[config.mk]
export PLATFORM = sky130hd
export DESIGN_NAME = ad_ip_jesd204_tpl_dac_sync_ctrl
export DESIGN_NICKNAME = d
export VERILOG_FILES = /design/src/rtl/ad_ip_jesd204_tpl_dac_sync_ctrl.sv
export SDC_FILE = /design/constraint.sdc
export NUM_CORES = 1
export LEC_CHECK = 0
export ABC_AREA = 1
export CORE_AREA = 10 10 62 64
export DETAILED_ROUTE_END_ITERATION = 10
export DIE_AREA = 0 0 72 74
export MAX_ROUTING_LAYER = met4
export PLACE_DENSITY = 0.92
export SLEW_MARGIN = 20
export SYNTH_ARGS = -nofsm -noshare
export SYNTH_HDL_FRONTEND = slang
export SYNTH_SLANG_ARGS = --single-unit
[constraint.sdc]
create_clock -name link_clk -period 4.4 [get_ports link_clk]
set_input_delay 0.44 -clock link_clk [delete_from_list [all_inputs] [get_ports link_clk]]
set_output_delay 0.44 -clock link_clk [all_outputs]
set_load 0.03 [all_outputs]
[src/rtl/ad_ip_jesd204_tpl_dac_sync_ctrl.sv]
// Start-of-transmission sequencer for the JESD204 TPL DAC datapath (link_clk domain).
// Optional ARMED timeout is compiled in with `define TPL_DAC_SYNC_TIMEOUT_EN.
module ad_ip_jesd204_tpl_dac_sync_ctrl #(
    parameter int EXT_SYNC      = 0,
    parameter int DELAY_WIDTH   = 8,
    parameter int TIMEOUT_WIDTH = 16
) (
    input  logic                     link_clk,
    input  logic                     reset,
    input  logic                     link_ready,
    input  logic                     dac_sync,
    input  logic                     dac_ext_sync_arm,
    input  logic                     dac_ext_sync_disarm,
    input  logic                     dac_sync_in,
    input  logic [DELAY_WIDTH-1:0]   cfg_start_delay,
    input  logic [TIMEOUT_WIDTH-1:0] cfg_timeout,
    output logic                     dac_sync_out,
    output logic                     dac_data_enable,
    output logic                     dac_sync_in_status,
    output logic [7:0]               dac_sync_count,
    output logic                     dac_sync_timeout
);

    localparam logic [1:0] STATE_IDLE  = 2'd0;
    localparam logic [1:0] STATE_ARMED = 2'd1;
    localparam logic [1:0] STATE_DELAY = 2'd2;
    localparam logic [1:0] STATE_RUN   = 2'd3;

    logic [1:0]             state;
    logic [1:0]             state_next;
    logic [DELAY_WIDTH-1:0] cnt;
    logic                   sync_in_d;
    logic                   ext_edge;
    logic                   arm_ok;
    logic                   timeout_hit;
    logic                   timeout_fire;
    logic                   entering_delay;
    logic                   entering_armed;
    logic                   entering_run;

    assign ext_edge = dac_sync_in & ~sync_in_d;
    assign arm_ok   = dac_ext_sync_arm && (EXT_SYNC != 0);

    // NOTE: every signal assigned in always_comb gets a default first, so no path infers a latch.
    always_comb begin
        state_next   = state;
        timeout_fire = 1'b0;
        case (state)
            STATE_IDLE: begin
                if (dac_sync)
                    state_next = STATE_DELAY;
                else if (arm_ok)
                    state_next = STATE_ARMED;
            end
            STATE_ARMED: begin
                if (dac_ext_sync_disarm)
                    state_next = STATE_IDLE;
                else if (dac_sync || ext_edge)
                    state_next = STATE_DELAY;
                else if (timeout_hit) begin
                    state_next   = STATE_IDLE;
                    timeout_fire = 1'b1;
                end
            end
            STATE_DELAY: begin
                if (cnt == '0 && link_ready)
                    state_next = STATE_RUN;
            end
            STATE_RUN: begin
                // Losing the link outranks any request arriving in the same cycle.
                if (!link_ready)
                    state_next = STATE_IDLE;
                else if (dac_sync)
                    state_next = STATE_DELAY;
                else if (arm_ok)
                    state_next = STATE_ARMED;
            end
            default: state_next = STATE_IDLE;
        endcase
    end

    // A resync from RUN counts as a fresh DELAY entry and reloads the counter.
    assign entering_delay = (state_next == STATE_DELAY) && (state != STATE_DELAY);
    assign entering_armed = (state_next == STATE_ARMED) && (state != STATE_ARMED);
    assign entering_run   = (state == STATE_DELAY) && (state_next == STATE_RUN);

    // NOTE: sequential state uses non-blocking assignments so all registers update from pre-edge values.
    always_ff @(posedge link_clk or posedge reset) begin
        if (reset) begin
            state              <= STATE_IDLE;
            cnt                <= '0;
            sync_in_d          <= 1'b0;
            dac_sync_out       <= 1'b0;
            dac_data_enable    <= 1'b0;
            dac_sync_in_status <= 1'b0;
            dac_sync_count     <= 8'd0;
        end else begin
            state     <= state_next;
            sync_in_d <= dac_sync_in;

            if (entering_delay)
                cnt <= cfg_start_delay;
            else if (state == STATE_DELAY && link_ready && cnt != '0)
                cnt <= cnt - DELAY_WIDTH'(1);

            dac_sync_out <= entering_run;
            if (entering_run)
                dac_sync_count <= dac_sync_count + 8'd1;

            // Enable follows the current state, so it trails RUN entry and exit by one cycle.
            dac_data_enable    <= (state == STATE_RUN);
            dac_sync_in_status <= (state_next == STATE_ARMED);
        end
    end

`ifdef TPL_DAC_SYNC_TIMEOUT_EN
    logic [TIMEOUT_WIDTH-1:0] tcnt;
    logic [TIMEOUT_WIDTH-1:0] timeout_cfg;

    assign timeout_hit = (timeout_cfg != '0) && (tcnt == timeout_cfg - TIMEOUT_WIDTH'(1));

    // The timeout value is captured on ARMED entry; later cfg_timeout changes do not affect this wait.
    always_ff @(posedge link_clk or posedge reset) begin
        if (reset) begin
            tcnt             <= '0;
            timeout_cfg      <= '0;
            dac_sync_timeout <= 1'b0;
        end else if (entering_armed) begin
            tcnt             <= '0;
            timeout_cfg      <= cfg_timeout;
            dac_sync_timeout <= 1'b0;
        end else if (state == STATE_ARMED) begin
            tcnt <= tcnt + TIMEOUT_WIDTH'(1);
            if (timeout_fire)
                dac_sync_timeout <= 1'b1;
        end
    end
`else
    logic unused_timeout_inputs;

    assign unused_timeout_inputs = (^cfg_timeout) ^ timeout_fire ^ entering_armed;
    assign timeout_hit           = 1'b0;
    assign dac_sync_timeout      = 1'b0;
`endif

endmodule
* Word-level counts from Yosys, hierarchy flattened
Cells that the tools add are included.
** Storage, ports and cells
- Flip-flop bits (word level) :: 22
- Bits in latches :: 0
- RAM bits :: 0
- ROM bits :: 0
- Input bits :: 31
- Output and inout port bits :: 12
- Word-level logic and storage cells :: 36
- Memories :: 0
** Cells by class
- Add/subtract/negate cells :: 2
- Multiply operators :: 0
- Div/mod/pow operators :: 0
- Magnitude comparators :: 0
- Equal/unequal tests :: 7
- Shift-type cells :: 0
- Muxes and demuxes :: 8
- Bitwise gates (word level) :: 2
- Reduce and logical (&&, ||, !) cells :: 10
** Operators with widths (count)
- 2-to-1 mux 8 bit :: 2
- 2-to-1 mux 2 bit :: 5
- adder 8 x 1 -> 8 bit, second input constant :: 1
- equality test 2 bit, second input constant :: 4
- zero test 8 bit :: 1
- case mux 2 bit (4 select lines) :: 1
- nonzero test 8 bit :: 1
- subtractor 8 x 1 -> 8 bit, second input constant :: 1
- logical AND 1 bit :: 5
- equality test 2 x 1 -> 1 bit, second input constant :: 2
- zero test 2 bit :: 1
- != test 2 bit, second input constant :: 1
- nonzero test 2 bit :: 1
- AND 1 bit :: 1
- logical OR 1 bit :: 1
- NOT 1 bit :: 1

* Logic depth before layout (Yosys ltp)
Gate-level depths: netlist of the first run.
- Depth after elaboration :: 9
- Depth in mapped cells :: 11
- Depth with buffers taken out :: 11

* Worst setup path after synthesis of the first run
Ideal clock, no wire load.
- Path kind :: reg2reg
- Start :: register cnt[0]
- End :: register cnt[7]
- Library setup time :: 117 ps
- Arrival :: 1387 ps
- Data required time :: 4283 ps
- Path slack :: 2897 ps
- Cell stages (with the launch flop) :: 12
- Path buffers :: 0
- Clock period less this slack :: 1503 ps
- Path through :: dfrtp_1 inv_1 ha_1 inv_1 nor2_2 nand3_4 nand2_4 nor2_8 nand2_1 nand2_1 nand2_1 nand2_1
** Between the ends
- Cells in the longest elaborated chain, start to end :: 7
- Elaborated cells on any way between the ends :: 12
- Classes of those cells :: add/sub (1); eq/ne (1); mux (4); reduce/logical (6)
** Ends and longest elaborated chain
- start: declaration :: RTL line 31 : logic [DELAY_WIDTH-1:0] cnt;
- start signal: assignment :: RTL line 102 : cnt <= cfg_start_delay;
- start signal: assignment :: RTL line 104 : cnt <= cnt - DELAY_WIDTH'(1);
- zero test 8 bit (*) :: RTL line 66 : if (cnt == '0 && link_ready)
- logical AND 1 bit (*) :: RTL line 66
- 2-to-1 mux 2 bit (*) :: RTL line 66
- case mux 2 bit (4 select lines) (*) :: RTL line 48 : case (state)
- via state_next[0] :: RTL line 30 : logic [1:0] state_next;
- equality test 2 bit (*) :: RTL line 83 : assign entering_delay = (state_next == STATE_DELAY) && (state != STATE_DELAY);
- logical AND 1 bit (*) :: RTL line 83
- 2-to-1 mux 8 bit / nonzero test 2 bit (equally long branches)
The timed path passes the listed nets; every way through them passes the cells marked *. The select of a mux whose other input is x is not followed.
A chain may end at the register's enable or synchronous reset.

* Worst setup path after layout of the first run
- Start :: register dac_sync_count[4]
- End :: output port dac_sync_count[4]
** RTL lines
- start: declaration :: RTL line 20 : output logic [7:0] dac_sync_count,
- start signal: assignment :: RTL line 108 : dac_sync_count <= dac_sync_count + 8'd1;
No word-level cell between the ends.

==> flow_metrics.env, run 1 <==
export IMPL_cts_buffers=3
export IMPL_slew_headroom_pct=44.3
export IMPL_clk_pin_slew_ns=0.12
export IMPL_maxCapViolations=0
export IMPL_drc=0
export IMPL_crit_type="reg2out"
export IMPL_fmax_mhz=530
export IMPL_cp_start_kind="flip-flop"
export IMPL_wl_per_cell_um=12.3
export IMPL_via_count=959
export IMPL_syn2layout_area_growth_pct=24.7
export IMPL_die_height_um=74
export IMPL_pin_count=43
export IMPL_grt_pass1_wl_mm=4.32
export IMPL_holdPathStages=1
export IMPL_die_area_mm2=0.00533
export IMPL_cts_root_buf="clkbuf_4"
export IMPL_final_cell_mix="nand2_1, clkdlybuf4s50_1, inv_1, dfrtp_1, nor2_1"
export IMPL_cp_arrival_ns=1.45
export IMPL_rows=19
export IMPL_cpPeakStageDelay_ns=0.70
export IMPL_rsz0062_at_grt="no"
export IMPL_synth_warnings=0
export IMPL_hpwl_mm=2.00
export IMPL_mostFrequentLayoutCell="nand2_1"
export IMPL_fin_ws_ns=2.51
export IMPL_avgSynthCellArea_um2=8.60
export IMPL_fill_cells=252
export IMPL_antenna_left=0
export IMPL_syn_cell_area_mm2=0.00125
export IMPL_grt_ovfl_total=0
export IMPL_synthesis_nets=179
export IMPL_drive_above_1_share_pct=11.6
export IMPL_cts_sinks=22
export IMPL_drt_vias_per_instance=4.72
export IMPL_fin_setup_tns_ns=0
export IMPL_core_area_mm2=0.00266
export IMPL_status="finished clean"
export IMPL_setup_violations=0
export IMPL_initial_core_util_pct=46.9
export IMPL_grt_pass1_vias=1026
export IMPL_routed_wl_mm=2.51
export IMPL_ys_types=26
export IMPL_fin_nets=207
export IMPL_slowest_stage="clkdlybuf4s50_1"
export IMPL_endpoint_kind="primary output"
export IMPL_finalClockSkew_ns=0.00315
export IMPL_ir_drop_uv=314
export IMPL_finalHoldViolCount=0
export IMPL_cp_depth=1
export IMPL_worstHoldPathType="reg2reg"
export IMPL_htreeDepth=1
export IMPL_cts_tree="done"
export IMPL_grt_start_max_net_pins=23
export IMPL_io_buffers=24
export IMPL_r2r_cells=11
export IMPL_ys_seq_area_share_pct=44.1
export IMPL_grt_usage_pct=10.2
export IMPL_cts_hold_buffers=0
export IMPL_postSynthCellCount=145
export IMPL_place_congestion=0.823
export IMPL_dr_pass1_iters=4
export IMPL_clk_latency_ns=0.30
export IMPL_worst_path_buf_inv=1
export IMPL_slew_violations=0
export IMPL_leakagePower_nw=0.771
export IMPL_postCtsSetupRepairBufs=0
export IMPL_cp_max_fo=4
export IMPL_min_period_ns=1.89
export IMPL_grt_antenna_before_repair=0
export IMPL_cp_required_ns=3.96
export IMPL_power_per_cell_area_mw_per_mm2=484
export IMPL_antenna_cells=0
export IMPL_tightest_slew_ns=0.835
export IMPL_clockBufferDepth=2
export IMPL_synth_seq_cells=22
export IMPL_place_ws_ns=2.39
export IMPL_finalCritPeriodShare_pct=42.9
export IMPL_drt_iter0_markers=35
export IMPL_critPathTopFamily="buffers and inverters"
export IMPL_worstPathCellList="clkdlybuf4s50_1"
export IMPL_cts_resized=0
export IMPL_die_w_um=72
==> cell type report <==
cell class / count / area (µm²) / area share, %
tap: 31 / 38.8 / 2.49
multi-input combinational: 98 / 599 / 38.5
clock buffer: 4 / 36.3 / 2.33
timing repair buffer: 24 / 240 / 15.4
sequential: 22 / 551 / 35.4
inverter: 24 / 90.1 / 5.79
==> cell usage after synthesis (all sizes together) <==
library cell | instances | area (µm²)
nand2 | 34 | 138
inv | 24 | 90.1
dfrtp | 22 | 551
nor2 | 22 | 148
nand3 | 10 | 67.6
xor2 | 8 | 70.1
o21ai | 7 | 35.0
a21oi | 4 | 20.0
xnor2 | 4 | 35.0
ha | 3 | 37.5
a21boi | 2 | 26.3
buf | 1 | 7.51
conb | 1 | 3.75
nand3b | 1 | 7.51
nand4 | 1 | 6.26
nor3 | 1 | 5.00
==> power breakdown <==
part	total, mW	internal (mW)	switching, mW
logic	0.348	0.136	0.212
registers	0.294	0.251	0.0431
clock network	0.111	0.0505	0.0604
==> state kept, by name (all words and copies together), names as in the netlist <==
| name | flops |
|---|---|
| state | 2 |
| sync_in_d | 1 |
| dac_sync_count | 8 |
| dac_sync_out | 1 |
| dac_sync_in_status | 1 |
| dac_data_enable | 1 |
| cnt | 8 |
==> cell families (layout without fill, tap and decap cells) <==
family / after synthesis / count (layout) / synth area share, %
XOR/XNOR: 12 / 12 / 8.43
buffers and inverters: 25 / 52 / 7.82
adder cells (fa/ha/maj): 3 / 3 / 3.01
flip-flops: 22 / 22 / 44.1
AND/OR/NAND/NOR: 69 / 69 / 29.8
AO/OA/AOI/OAI: 13 / 13 / 6.52
other: 1 / 1 / 0.301
==> per-stage QoR <==
step | area (µm²) | std cells | util, % | hold slack (ns) | power, mW
after global placement | 1520 | 199 | 57.0 | 0.460 | 0.634
after CTS | 1560 | 203 | 58.4 | 0.491 | 0.765
after detailed placement | 1520 | 199 | 57.0 | 0.473 | 0.652
after global routing | 1560 | 203 | 58.4 | 0.503 | 0.825
final | 1560 | 203 | 58.4 | 0.488 | 0.752
after floorplan | 1250 | 145 | - | 0.429 | 0.561
==> worst paths after layout <==
kind / start / endpoint / slack (ns)
setup / recovery: dac_sync_count[4] / dac_sync_count[4] / 2.51
hold / removal: dac_sync_count[7] / dac_sync_count[7] / 0.49
setup reg to reg: cnt[0] / cnt[7] / 2.75
hold reg to reg: dac_sync_count[7] / dac_sync_count[7] / 0.49
max in group asynchronous: reset / cnt[3] / 3.30
min in group asynchronous: reset / dac_sync_out / 0.58
==> layer usage <==
metal | vias to the layer above | track usage [%] | part of all wire [%]
li1 | 499 | - | -
met5 | - | - | 0
met2 | 18 | 17.4 | 50
met3 | 4 | 3.46 | 5.7
met1 | 438 | 11.0 | 43
met4 | 0 | 3.66 | 1.0
No activity file was read; power rests on OpenSTA's default activity.
==> run 2, diff against run 1 <==
--- a/config.mk
+++ b/config.mk
@@ -6,11 +6,11 @@
 export NUM_CORES = 1
 export LEC_CHECK = 0
 export ABC_AREA = 1
-export CORE_AREA = 10 10 62 64
+export CORE_AREA = 10 10 64 66
 export DETAILED_ROUTE_END_ITERATION = 10
-export DIE_AREA = 0 0 72 74
+export DIE_AREA = 0 0 74 76
 export MAX_ROUTING_LAYER = met4
-export PLACE_DENSITY = 0.92
+export PLACE_DENSITY = 0.86
 export SLEW_MARGIN = 20
 export SYNTH_ARGS = -nofsm -noshare
 export SYNTH_HDL_FRONTEND = slang
==> constraint.sdc (replaced) <==
create_clock -name link_clk -period 1.78 [get_ports link_clk]
set_input_delay 0.178 -clock link_clk [delete_from_list [all_inputs] [get_ports link_clk]]
set_output_delay 0.178 -clock link_clk [all_outputs]
set_load 0.03 [all_outputs]
==> run 2 against run 1 <==
Setup slack got worse by 2.3 ns. Cell area increased by 1.4%. Non-clock buffer count increased by 2. Register-to-register slack got worse by 2.6 ns. Global-route usage decreased by 0.99 points. Hold slack got worse by 0.29 ns. Via count increased by 0.52%. Clock skew about the same.
==> flow_metrics.env, run 2 (synthesized netlist as in run 1, its figures left out) <==
export IMPL_status="finished clean"
export IMPL_grt_pass1_wl_mm=4.26
export IMPL_pwr_share_clk_pct=14.4
export IMPL_p_switching_mw=0.781
export IMPL_cts_hold_buffers=0
export IMPL_r2r_end="cnt[4]"
export IMPL_final_cell_mix="nand2_1, clkdlybuf4s50_1, inv_1, dfrtp_1, nor2_1"
export IMPL_setup_violations=0
export IMPL_instances_no_fill=207
export IMPL_routed_wl_mm=2.41
export IMPL_grt_antenna_before_repair=0
export IMPL_finalCritPeriodShare_pct=90.4
export IMPL_drt_vias_per_instance=4.66
export IMPL_ff2ff_setup_slack_ns=0.18
export IMPL_cts_root_buf="clkbuf_4"
export IMPL_slowest_stage="clkdlybuf4s50_1"
export IMPL_cp_max_fo=4
export IMPL_clockBufferDepth=2
export IMPL_die_height_um=76
export IMPL_maxCapViolations=0
export IMPL_place_ws_ns=0.127
export IMPL_io_buffers=24
export IMPL_comb_power_share_pct=47.1
export IMPL_leakagePower_nw=0.781
export IMPL_regArea_um2=551
export IMPL_fmax_mhz=622
export IMPL_grt_ovfl_total=0
export IMPL_htreeDepth=1
export IMPL_met1_usage_pct=10.9
export IMPL_drc=0
export IMPL_min_period_ns=1.61
export IMPL_via_count=964
export IMPL_clk_pin_slew_ns=0.12
export IMPL_multi_input_comb_area_um2=604
export IMPL_rows=20
export IMPL_cts_sinks=22
export IMPL_r2r_cells=9
export IMPL_crit_type="reg2out"
export IMPL_endpoint_kind="primary output"
export IMPL_worstPathCellList="clkdlybuf4s50_1"
export IMPL_ir_drop_uv=828
export IMPL_fin_nets=209
export IMPL_reg_largest_list="cnt x8, dac_sync_count x8, state x2"
export IMPL_mostFrequentLayoutCell="nand2_1"
export IMPL_pin_count=43
export IMPL_grt_busiest_layer="met2"
export IMPL_antenna_cells=0
export IMPL_cp_arrival_ns=1.43
export IMPL_cts_buffers=3
export IMPL_rsz0062_at_grt="no"
export IMPL_seq_power_share_pct=38.5
export IMPL_die_area_mm2=0.00562
export IMPL_slew_violations=0
export IMPL_grt_start_max_net_pins=23
export IMPL_fill_cells=265
export IMPL_place_congestion=0.836
export IMPL_grt_usage_pct=9.25
export IMPL_antenna_left=0
export IMPL_finalHoldViolCount=0
export IMPL_hpwl_mm=1.91
export IMPL_initial_core_util_pct=42.6
export IMPL_worst_path_buf_inv=1
export IMPL_grt_pass1_vias=1015
export IMPL_cpPeakStageDelay_ns=0.70
export IMPL_cp_start_kind="flip-flop"
export IMPL_power_per_cell_area_mw_per_mm2=1190
export IMPL_fin_setup_tns_ns=0
export IMPL_finalClockSkew_ns=0.00293
export IMPL_crit_reg2reg_launch="cnt[0]"
export IMPL_cts_tree="done"
export IMPL_dr_pass1_iters=4
export IMPL_drt_iter0_markers=34
export IMPL_fin_ws_ns=0.171
export IMPL_wl_per_cell_um=11.6
export IMPL_place_inst=203
export IMPL_critPathTopFamily="buffers and inverters"
export IMPL_p_int_mw=1.09
export IMPL_core_area_mm2=0.00293
export IMPL_use_met2_pct=14.6
export IMPL_cp_required_ns=1.60
export IMPL_switching_share_pct=41.7
export IMPL_syn2layout_area_growth_pct=26.5
export IMPL_die_w_um=74
export IMPL_clk_latency_ns=0.30
export IMPL_grt_use_met3_pct=2.86
export IMPL_worstHoldPathType="in2async"
export IMPL_drive_above_1_share_pct=12.6
==> run 2: changes by cell type in the layout (fill, tap and decap cells not counted) <==
cell | previous run | this run
buf_4 | 0 | 2
nor2_2 | 4 | 3
nor2_4 | 3 | 4
==> run 2: area by class of cell <==
class,instances,share of cell area (%)
clock buffers,4,2.30
multi-input cells,98,38.3
flip-flops and latches,22,34.9
repair buffers,26,16.2
inverters,24,5.71
well taps,33,2.62
==> run 2: worst max path at each step <==
stage	end	startpoint	slack [ns]	depth (start not counted)
final	dac_sync_count[2]	dac_sync_count[2]	0.17	1
after CTS	cnt[7]	cnt[0]	0.11	11
after global placement	cnt[7]	cnt[0]	0.15	11
after global routing	cnt[1]	cnt[1]	0.04	9
after detailed placement	cnt[1]	cnt[0]	0.13	9
after floorplan	cnt[7]	cnt[0]	0.28	11
==> run 2: timing repair <==
item / 4_1_cts / 5_1_grt
setup buffers: 0 / 0
gates resized for setup: 0 / 1
hold endpoints to repair: 0 / 0
setup endpoints to repair: 0 / 2
==> run 2: per-stage QoR <==
step / utilization, % / power, mW / area (µm²) / hold slack [ns]
after floorplan: - / 1.39 / 1250 / 0.167
after global placement: 52.5 / 1.58 / 1540 / 0.460
after detailed placement: 52.5 / 1.61 / 1540 / 0.466
after CTS: 53.7 / 1.89 / 1570 / 0.192
after global routing: 53.9 / 2.04 / 1580 / 0.230
final: 53.9 / 1.87 / 1580 / 0.195
==> run 2: power groups by stage <==
stage          clock [mW]  combinational (mW)  sequential, mW
2_1_floorplan           0               0.619           0.768
3_3_place_gp            0               0.853           0.728
3_5_place_dp            0               0.878           0.732
4_1_cts             0.284               0.881           0.723
5_1_grt             0.301                1.01           0.737
6_report            0.269               0.882           0.722
==> run 2: metal layers <==
layer	up-vias	routed length, µm
met4	0	12
met2	16	1200
li1	503	-
met5	-	0
met1	443	1060
met3	2	142
